### config.mk
export PLATFORM = sky130hd
export DESIGN_NAME = simon_engine_flat
export DESIGN_NICKNAME = d
export VERILOG_FILES = /design/src/rtl/simon_engine_if.sv /design/src/rtl/simon_engine.sv /design/src/flat_wrapper.sv
export SDC_FILE = /design/constraint.sdc
export NUM_CORES = 1
export LEC_CHECK = 0
export ABC_AREA = 1
export CAP_MARGIN = 20
export CORE_UTILIZATION = 30
export DETAILED_ROUTE_END_ITERATION = 16
export SYNTH_ARGS = -nofsm -noshare
export SYNTH_HDL_FRONTEND = slang
export SYNTH_SLANG_ARGS = --single-unit
export TNS_END_PERCENT = 100
### constraint.sdc
create_clock -name clk_tick -period 2.33 [get_ports clk_tick]
set_input_delay 0.466 -clock clk_tick [delete_from_list [all_inputs] [get_ports clk_tick]]
set_output_delay 0.466 -clock clk_tick [all_outputs]
set_load 0.02 [all_outputs]
### src/rtl/simon_engine_if.sv
// simon_engine_if: connections between the Simon engine and its random source, sequence memory, buttons and LEDs
interface simon_engine_if #(
   parameter int NUM_COLORS = 4,
   parameter int MAX_LEN    = 10
);
   localparam int CW = NUM_COLORS > 2 ? $clog2(NUM_COLORS) : 1;
   localparam int AW = MAX_LEN > 2 ? $clog2(MAX_LEN) : 1;
   logic [CW-1:0]         rnd_val;
   logic [CW-1:0]         seq_val;
   logic                  btn_valid;
   logic [CW-1:0]         btn_val;
   logic                  write_en;
   logic [AW-1:0]         wr_addr;
   logic [CW-1:0]         wr_data;
   logic [AW-1:0]         rd_addr;
   logic                  rnd_enable;
   logic [NUM_COLORS-1:0] led;
   logic                  error_led;
   logic                  win_led;
   logic [AW:0]           score;
   modport master (
      input  rnd_val, seq_val, btn_valid, btn_val,
      output write_en, wr_addr, wr_data, rd_addr, rnd_enable, led, error_led, win_led, score
   );
   modport slave (
      output rnd_val, seq_val, btn_valid, btn_val,
      input  write_en, wr_addr, wr_data, rd_addr, rnd_enable, led, error_led, win_led, score
   );
endinterface

### src/rtl/simon_engine.sv
// simon_engine: Simon game controller that generates, replays and checks a random colour sequence
module simon_engine #(
   parameter int NUM_COLORS    = 4,
   parameter int MAX_LEN       = 10,
   parameter int ON_TICKS      = 1,
   parameter int OFF_TICKS     = 1,
   parameter int TIMEOUT_TICKS = 8
) (
   input logic clk_tick,
   input logic reset,
   simon_engine_if.master bus
);
   localparam int CW   = NUM_COLORS > 2 ? $clog2(NUM_COLORS) : 1;
   localparam int AW   = MAX_LEN > 2 ? $clog2(MAX_LEN) : 1;
   localparam int TMAX = ON_TICKS > OFF_TICKS ? (ON_TICKS > TIMEOUT_TICKS ? ON_TICKS : TIMEOUT_TICKS)
                                              : (OFF_TICKS > TIMEOUT_TICKS ? OFF_TICKS : TIMEOUT_TICKS);
   localparam int TW   = TMAX > 1 ? $clog2(TMAX) : 1;
   typedef logic [AW:0] idx_t;
   typedef enum logic [2:0] {S_INIT, S_SHOW_ON, S_SHOW_OFF, S_WAIT, S_CHECK, S_WIN, S_ERROR} state_t;
   localparam idx_t LEN = idx_t'(MAX_LEN);
   state_t        state_q, state_d;
   idx_t          init_idx_q, init_idx_d;
   idx_t          round_len_q, round_len_d;
   idx_t          play_idx_q, play_idx_d;
   idx_t          input_idx_q, input_idx_d;
   idx_t          score_q, score_d;
   logic [TW-1:0] timer_q, timer_d;
   logic [CW-1:0] btn_q, btn_d;
   logic [CW-1:0] wr_data_q, wr_data_d;
   logic [AW-1:0] wr_addr_q, wr_addr_d;
   logic [AW-1:0] rd_addr_q, rd_addr_d;
   logic          write_en_q, write_en_d;
   logic          rnd_enable_q, rnd_enable_d;
   logic          error_q, error_d;
   logic          win_q, win_d;
   idx_t          play_nxt, input_nxt;
   assign play_nxt  = play_idx_q + idx_t'(1);
   assign input_nxt = input_idx_q + idx_t'(1);
   // state and datapath registers, cleared asynchronously so a reset aborts any write at once
   always_ff @(posedge clk_tick or posedge reset) begin
      if (reset) begin
         state_q      <= S_INIT;
         init_idx_q   <= '0;
         round_len_q  <= '0;
         play_idx_q   <= '0;
         input_idx_q  <= '0;
         score_q      <= '0;
         timer_q      <= '0;
         btn_q        <= '0;
         wr_data_q    <= '0;
         wr_addr_q    <= '0;
         rd_addr_q    <= '0;
         write_en_q   <= 1'b0;
         rnd_enable_q <= 1'b0;
         error_q      <= 1'b0;
         win_q        <= 1'b0;
      end else begin
         state_q      <= state_d;
         init_idx_q   <= init_idx_d;
         round_len_q  <= round_len_d;
         play_idx_q   <= play_idx_d;
         input_idx_q  <= input_idx_d;
         score_q      <= score_d;
         timer_q      <= timer_d;
         btn_q        <= btn_d;
         wr_data_q    <= wr_data_d;
         wr_addr_q    <= wr_addr_d;
         rd_addr_q    <= rd_addr_d;
         write_en_q   <= write_en_d;
         rnd_enable_q <= rnd_enable_d;
         error_q      <= error_d;
         win_q        <= win_d;
      end
   end
   // next state: fill memory, replay the round, then collect and judge presses
   always_comb begin
      state_d      = state_q;
      init_idx_d   = init_idx_q;
      round_len_d  = round_len_q;
      play_idx_d   = play_idx_q;
      input_idx_d  = input_idx_q;
      score_d      = score_q;
      timer_d      = timer_q;
      btn_d        = btn_q;
      wr_data_d    = wr_data_q;
      wr_addr_d    = wr_addr_q;
      rd_addr_d    = rd_addr_q;
      write_en_d   = 1'b0;
      rnd_enable_d = 1'b0;
      error_d      = error_q;
      win_d        = win_q;
      case (state_q)
         S_INIT: begin
            if (init_idx_q < LEN) begin
               write_en_d   = 1'b1;
               rnd_enable_d = 1'b1;
               wr_addr_d    = init_idx_q[AW-1:0];
               wr_data_d    = bus.rnd_val;
               init_idx_d   = init_idx_q + idx_t'(1);
            end else begin
               round_len_d = idx_t'(1);
               play_idx_d  = '0;
               rd_addr_d   = '0;
               timer_d     = '0;
               state_d     = S_SHOW_ON;
            end
         end
         S_SHOW_ON: begin
            timer_d = timer_q == TW'(ON_TICKS - 1) ? '0 : timer_q + TW'(1);
            state_d = timer_q == TW'(ON_TICKS - 1) ? S_SHOW_OFF : S_SHOW_ON;
         end
         S_SHOW_OFF: begin
            timer_d = timer_q + TW'(1);
            if (timer_q == TW'(OFF_TICKS - 1)) begin
               timer_d = '0;
               if (play_nxt < round_len_q) begin
                  play_idx_d = play_nxt;
                  rd_addr_d  = play_nxt[AW-1:0];
                  state_d    = S_SHOW_ON;
               end else begin
                  input_idx_d = '0;
                  rd_addr_d   = '0;
                  state_d     = S_WAIT;
               end
            end
         end
         S_WAIT: begin
            if (bus.btn_valid) begin
               btn_d   = bus.btn_val;
               state_d = S_CHECK;
            end else if (TIMEOUT_TICKS != 0 && timer_q == TW'(TIMEOUT_TICKS - 1)) begin
               error_d = 1'b1;
               state_d = S_ERROR;
            end else begin
               timer_d = timer_q + TW'(1);
            end
         end
         S_CHECK: begin
            if (btn_q != bus.seq_val) begin
               error_d = 1'b1;
               state_d = S_ERROR;
            end else if (input_nxt < round_len_q) begin
               input_idx_d = input_nxt;
               rd_addr_d   = input_nxt[AW-1:0];
               timer_d     = '0;
               state_d     = S_WAIT;
            end else begin
               score_d = round_len_q;
               if (round_len_q == LEN) begin
                  win_d   = 1'b1;
                  state_d = S_WIN;
               end else begin
                  round_len_d = round_len_q + idx_t'(1);
                  play_idx_d  = '0;
                  rd_addr_d   = '0;
                  timer_d     = '0;
                  state_d     = S_SHOW_ON;
               end
            end
         end
         S_WIN, S_ERROR: begin
            if (bus.btn_valid) begin
               error_d    = 1'b0;
               win_d      = 1'b0;
               score_d    = '0;
               init_idx_d = '0;
               state_d    = S_INIT;
            end
         end
         default: state_d = S_INIT;
      endcase
   end
   // outputs: registered strobes and indicators, LED decoded from the state register
   always_comb begin
      bus.led        = state_q == S_SHOW_ON ? NUM_COLORS'(1) << bus.seq_val : '0;
      bus.write_en   = write_en_q;
      bus.wr_addr    = wr_addr_q;
      bus.wr_data    = wr_data_q;
      bus.rd_addr    = rd_addr_q;
      bus.rnd_enable = rnd_enable_q;
      bus.error_led  = error_q;
      bus.win_led    = win_q;
      bus.score      = score_q;
   end
endmodule

### src/flat_wrapper.sv
// flat-port wrapper written by rule: the top's interface ports become plain ports
module simon_engine_flat 
#(
   parameter int NUM_COLORS    = 4,
   parameter int MAX_LEN       = 10,
   parameter int ON_TICKS      = 1,
   parameter int OFF_TICKS     = 1,
   parameter int TIMEOUT_TICKS = 8
)
  (clk_tick, reset, bus_rnd_val, bus_seq_val, bus_btn_valid, bus_btn_val, bus_write_en, bus_wr_addr, bus_wr_data, bus_rd_addr, bus_rnd_enable, bus_led, bus_error_led, bus_win_led, bus_score);
  simon_engine_if #(.NUM_COLORS(NUM_COLORS), .MAX_LEN(MAX_LEN)) bus_i ();
  input logic clk_tick;
  input logic reset;
  input wire logic [$bits(bus_i.rnd_val)-1:0] bus_rnd_val;
  input wire logic [$bits(bus_i.seq_val)-1:0] bus_seq_val;
  input wire logic [$bits(bus_i.btn_valid)-1:0] bus_btn_valid;
  input wire logic [$bits(bus_i.btn_val)-1:0] bus_btn_val;
  output wire logic [$bits(bus_i.write_en)-1:0] bus_write_en;
  output wire logic [$bits(bus_i.wr_addr)-1:0] bus_wr_addr;
  output wire logic [$bits(bus_i.wr_data)-1:0] bus_wr_data;
  output wire logic [$bits(bus_i.rd_addr)-1:0] bus_rd_addr;
  output wire logic [$bits(bus_i.rnd_enable)-1:0] bus_rnd_enable;
  output wire logic [$bits(bus_i.led)-1:0] bus_led;
  output wire logic [$bits(bus_i.error_led)-1:0] bus_error_led;
  output wire logic [$bits(bus_i.win_led)-1:0] bus_win_led;
  output wire logic [$bits(bus_i.score)-1:0] bus_score;
  assign bus_i.rnd_val = bus_rnd_val;
  assign bus_i.seq_val = bus_seq_val;
  assign bus_i.btn_valid = bus_btn_valid;
  assign bus_i.btn_val = bus_btn_val;
  assign bus_write_en = bus_i.write_en;
  assign bus_wr_addr = bus_i.wr_addr;
  assign bus_wr_data = bus_i.wr_data;
  assign bus_rd_addr = bus_i.rd_addr;
  assign bus_rnd_enable = bus_i.rnd_enable;
  assign bus_led = bus_i.led;
  assign bus_error_led = bus_i.error_led;
  assign bus_win_led = bus_i.win_led;
  assign bus_score = bus_i.score;
  simon_engine #(.NUM_COLORS(NUM_COLORS), .MAX_LEN(MAX_LEN), .ON_TICKS(ON_TICKS), .OFF_TICKS(OFF_TICKS), .TIMEOUT_TICKS(TIMEOUT_TICKS)) u_core (.clk_tick(clk_tick), .reset(reset), .bus(bus_i));
endmodule
* Yosys cells after proc, flatten, opt, wreduce, memory -nomap -nowiden
Cells that the tools add are included.
Word-level totals: register bits after elaboration 46, bits in latches 0, memory bits (writable) 0, memory bits (read-only) 0, bits of input ports 9, output and inout port bits 23, logic and storage cells 133, memories 0
Operators by class: add/sub/neg operators 5, multiply operators 0, div/mod/pow operators 0, order comparisons 3, equal/unequal tests 26, shifts and indexed selects 1, muxes and demuxes 61, bitwise logic cells 0, reduce and logical (&&, ||, !) cells 23
Operators with widths (number):
- 5-bit 2-to-1 mux | 18
- 3-bit 2-to-1 mux | 15
- 5-bit case mux with 2 select lines | 4
- 4-bit 2-to-1 mux | 7
- 5-bit AND reduction | 5
- 5-bit by 1-bit adder with 5-bit output, second input constant | 4
- 3-bit case mux with 6 select lines | 1
- 2-bit != test, second input constant | 8
- 5-bit case mux with 3 select lines | 1
- 2-bit by 1-bit != test with 1-bit output, second input constant | 7
- 3-bit equality test, second input constant | 4
- 3-bit case mux with 4 select lines | 1
- 4-bit case mux with 3 select lines | 1
- 5-bit < comparator | 2
- 1-bit 2-to-1 mux | 9
- 4-bit AND reduction | 2
- 2-bit nonzero test | 4
- 7-bit AND reduction | 1
- 3-bit by 2-bit equality test with 1-bit output, second input constant | 2
- 3-bit logical NOT | 2
- 3-bit by 2-bit != test with 1-bit output, second input constant | 2
- 6-bit AND reduction | 1
- 3-bit nonzero test | 2
- 5-bit by 4-bit equality test with 1-bit output, second input constant | 1
- 12 further kinds | 15

* Longest topological paths before layout
depth after elaboration 5, mapped depth 15, mapped depth without buffers 14

* Worst setup path before layout
OpenSTA, ideal clock, no wires.
path kind register to register, start point register u_core.input_idx_q[0], end point register u_core.round_len_q[0], library setup time 0.126 ns, arrival 2.085 ns, data required time 2.204 ns, path slack 0.119 ns, cell stages (with the launch flop) 16, buffers on the path 1, clock period less this slack 2.211 ns, cell sequence dfrtp_1 > ha_1 > nand3_1 > xor2_1 > inv_1 > ha_1 > nand2_1 > nor2_1 > nand2_1 > nand3_1 > nand2_1 > nand2_1 > buf_2 > nand2_1 > nand2_1 > o21ai_0
Between the ends: word-level cells in the longest chain between the ends 4
Ends and longest elaborated chain:
- start: declaration | line simon_engine.sv:25 | idx_t input_idx_q, input_idx_d;
- start signal: assignment | line simon_engine.sv:62 | input_idx_q <= input_idx_d;
- 5-bit by 1-bit adder with 5-bit output | line simon_engine.sv:38 | assign input_nxt = input_idx_q + idx_t'(1);
- 5-bit < comparator | line simon_engine.sv:142 | end else if (input_nxt < round_len_q) begin
- 2-bit != test (no line)
- 5-bit AND reduction (no line)
- end signal: assignment | line simon_engine.sv:60 | round_len_q <= round_len_d;
- end: declaration | line simon_engine.sv:23 | idx_t round_len_q, round_len_d;
Every way passes these cells. A chain may end at the register's enable or synchronous reset.

* Final worst setup path
start point register u_core.input_idx_q[0], end point register u_core.play_idx_q[4]
Between the ends: word-level cells in the longest chain between the ends 4
Ends and longest elaborated chain:
- 5-bit by 1-bit adder with 5-bit output | line simon_engine.sv:38
- 5-bit < comparator | line simon_engine.sv:142
- 2-bit != test (no line)
- 7-bit AND reduction (no line)
- end signal: assignment | line simon_engine.sv:61 | play_idx_q <= play_idx_d;
- end: declaration | line simon_engine.sv:24 | idx_t play_idx_q, play_idx_d;
Every way passes these cells.

==> impl_metrics.tcl <==
set metrics [dict create \
    num_rows 34 \
    clock.fmax_mhz 447.1 \
    antenna_found_initial 0 \
    relSlewSlack_pct 67.86 \
    routedWlPerCell_um 12.19 \
    first_iter_violations 153 \
    post-dp-hpwl_um 4732 \
    yosys.cell_types.count 28 \
    htreeDepth 2 \
    syn-num-nets 402 \
    synth-seq-cells 46 \
    worstPathRequired_ps 2530 \
    cts_root_buf "clkbuf_8" \
    pwr_density_cell_nw_per_um2 1179 \
    clock-sinks 46 \
    path_max_fanout 5 \
    worstSetupStartpointType "flip-flop" \
    dieArea_um2 9775 \
    p_leak_nw 1.826 \
    worstHoldPathType "flip-flop to flip-flop" \
    drv_cap 0 \
    cts_hold_buf 0 \
    grt_pass1_wl_um 10650 \
    start_util_pct 31.66 \
    worst_pin_slew_ps 480.3 \
    arrival_ps 2430 \
    layout_commonest_cell "nand2_1" \
    antenna_cells 0 \
    yosysSeqAreaShare_pct 40.89 \
    criticalPathCategory "flip-flop to flip-flop" \
    drc 0 \
    io_pins 32 \
    layout-drive-gt1-share_pct 13.85 \
    area_growth_pct 26.53 \
    routabilityCongestion 0.8573 \
    fin_nets 450 \
    clock_latency_ps 300 \
    cts_buffers 5 \
    synthCells 377 \
    final_cell_mix "nand2_1, dfrtp_1, inv_1, nor2_1, clkdlybuf4s50_1" \
    worstHoldStart "u_core.bus.wr_addr[3]" \
    firstDrtPassIters 4 \
    grt_overflow 0 \
    skew_ps 10.67 \
    status "completed" \
    clk_pin_slew_ps 100 \
    crit_path_end_kind "flip-flop" \
    vdd_ir_drop_max_mv 0.4927 \
    portBuffers 31 \
    core-area_um2 8891 \
    tritoncts "yes" \
    vias_per_cell 4.667 \
    fin_util_pct 40.06 \
    die_w_um 98.87 \
    vias 2492 \
    syn-cell-area_um2 2815 \
    critPathLaunch "u_core.input_idx_q[0]" \
    finalMaxSlewViolations 0 \
    setup_viol 0 \
    wl_um 6509 \
    synth_warnings 0 \
    grt_usage_pct 13.53 \
    grt_pass1_vias 2315 \
    synth.avg_cell_area_um2 7.467 \
    ant_nets 0 \
    reg2reg_from "u_core.input_idx_q[0]" \
    grt_max_degree 30 \
    cts_buffer_depth 2 \
    die_h_um 98.87 \
    fin_crit_sh_pct 95.98 \
    whs_ps 481.4 \
    hold_violations 0 \
    fin_crit_ps 2236 \
]
## critical path, cell delays in order (launching register included)
cell and delay, ps:
dfrtp_1 400, buf_4 160, nand3_1 90, xor2_1 210
inv_1 90, ha_1 270, nand2_1 70, nor2_1 40
nand2_1 100, nand3_2 130, nand2_2 110, nand2_4 60
buf_6 150, buf_4 130, nand3_1 70, nand2_1 60
## cell families (layout without fill, tap and decap cells)
| kind of cell | after synthesis | count (layout) | share of synthesized area (%) |
|---|---|---|---|
| multiplexers | 2 | 2 | 0.7999 |
| AND/OR/NAND/NOR | 226 | 226 | 35.38 |
| buffers and inverters | 45 | 94 | 6.355 |
| flip-flops | 46 | 46 | 40.89 |
| XOR/XNOR | 13 | 13 | 4.044 |
| adder cells (fa/ha/maj) | 16 | 16 | 7.111 |
| AO/OA/AOI/OAI | 29 | 29 | 5.422 |
## power breakdown
part	total [mW]	internal, mW	switching (mW)	leakage (nW)
clock network	0.616	0.322	0.294	0.0585
registers	1.27	1.05	0.223	0.604
logic	2.32	0.890	1.43	1.16
total	4.20	2.26	1.94	1.83
## state kept, by name, summed over array words and instances, names as in the netlist
signal / flops
u_core.state_q: 3
u_core.bus.score: 5
u_core.bus.rd_addr: 4
u_core.play_idx_q: 5
u_core.input_idx_q: 5
u_core.bus.error_led: 1
u_core.round_len_q: 5
u_core.bus.write_en: 1
u_core.init_idx_q: 5
u_core.timer_q: 3
u_core.bus.wr_addr: 4
u_core.bus.wr_data: 2
u_core.bus.win_led: 1
u_core.btn_q: 2
## per-stage QoR
| step | power [mW] | setup TNS, ps | setup WS (ps) | cells | area, µm² |
|---|---|---|---|---|---|
| floorplan | 2.749 | 0 | 119.3 | 377 | 2815 |
| global placement | 3.403 | 0 | 10.47 | 521 | 3316 |
| detailed placement | 3.447 | -50.27 | -19.37 | 521 | 3316 |
| CTS | 4.078 | 0 | 3.700 | 529 | 3430 |
| global route | 4.571 | -133.1 | -24.99 | 534 | 3562 |
| finish | 4.200 | 0 | 93.56 | 534 | 3562 |
## synthesized netlist by cell type
cell type  number  share of area, %
dfrtp_1        46                41
o21ai_0        15               2.7
nand3_1        23               4.1
o22ai_1         3              0.67
ha_1           16               7.1
a21oi_1         3              0.53
nor3_1          5              0.89
nand4_1         8               1.8
inv_2           5              0.67
nor2_2          3              0.67
xnor2_1         4               1.2
nand2_1       139                19
nand3_2         3               1.1
a22o_1          1              0.31
nand2_4         2              0.80
buf_2           2              0.36
or2_0           1              0.22
nor3_2          1              0.36
and2_1          1              0.22
o21ai_1         7               1.2
buf_4           2              0.53
mux2_2          2              0.80
nand3b_1        2              0.53
nor2_4          4               1.6
inv_1          36               4.8
nor2_1         33               4.4
or2_2           1              0.22
xor2_1          9               2.8
## metal layers
layer,vias to the layer above,share of wire [%],track usage [%]
li1,1299,-,-
met1,1155,48,18.38
met2,34,48,22.16
met3,4,3.1,2.270
met4,0,0.68,3.789
met5,-,0,0
## path summary, 6_finish.rpt
| kind | endpoint | slack, ps | cells past startpoint |
|---|---|---|---|
| max in group asynchronous | u_core.play_idx_q[1] | 1340 | 3 |
| max | u_core.play_idx_q[4] | 90 | 15 |
| max reg2reg | u_core.play_idx_q[4] | 90 | 15 |
| min in group asynchronous | u_core.bus.rd_addr[3] | 490 | 2 |
| min | u_core.bus.wr_addr[3] | 480 | 2 |
| min reg2reg | u_core.bus.wr_addr[3] | 480 | 2 |
## layout make-up
cell class / count / area (µm²)
Clock inverter: 3 / 43.79
Inverter: 41 / 153.9
Fill cell: 903 / 5329
Sequential cell: 46 / 1151
Multi-Input combinational cell: 286 / 1585
Tap cell: 108 / 135.1
Timing Repair Buffer: 45 / 424.2
Clock buffer: 5 / 68.82
## timing repair
item	CTS	global route
setup buffers	0	4
gates resized for setup	6	20
endpoints found under the hold margin	0	0
pin swaps	1	7
setup endpoints to repair	10	29
gates cloned	0	1
(Power assumes the default switching activity.)
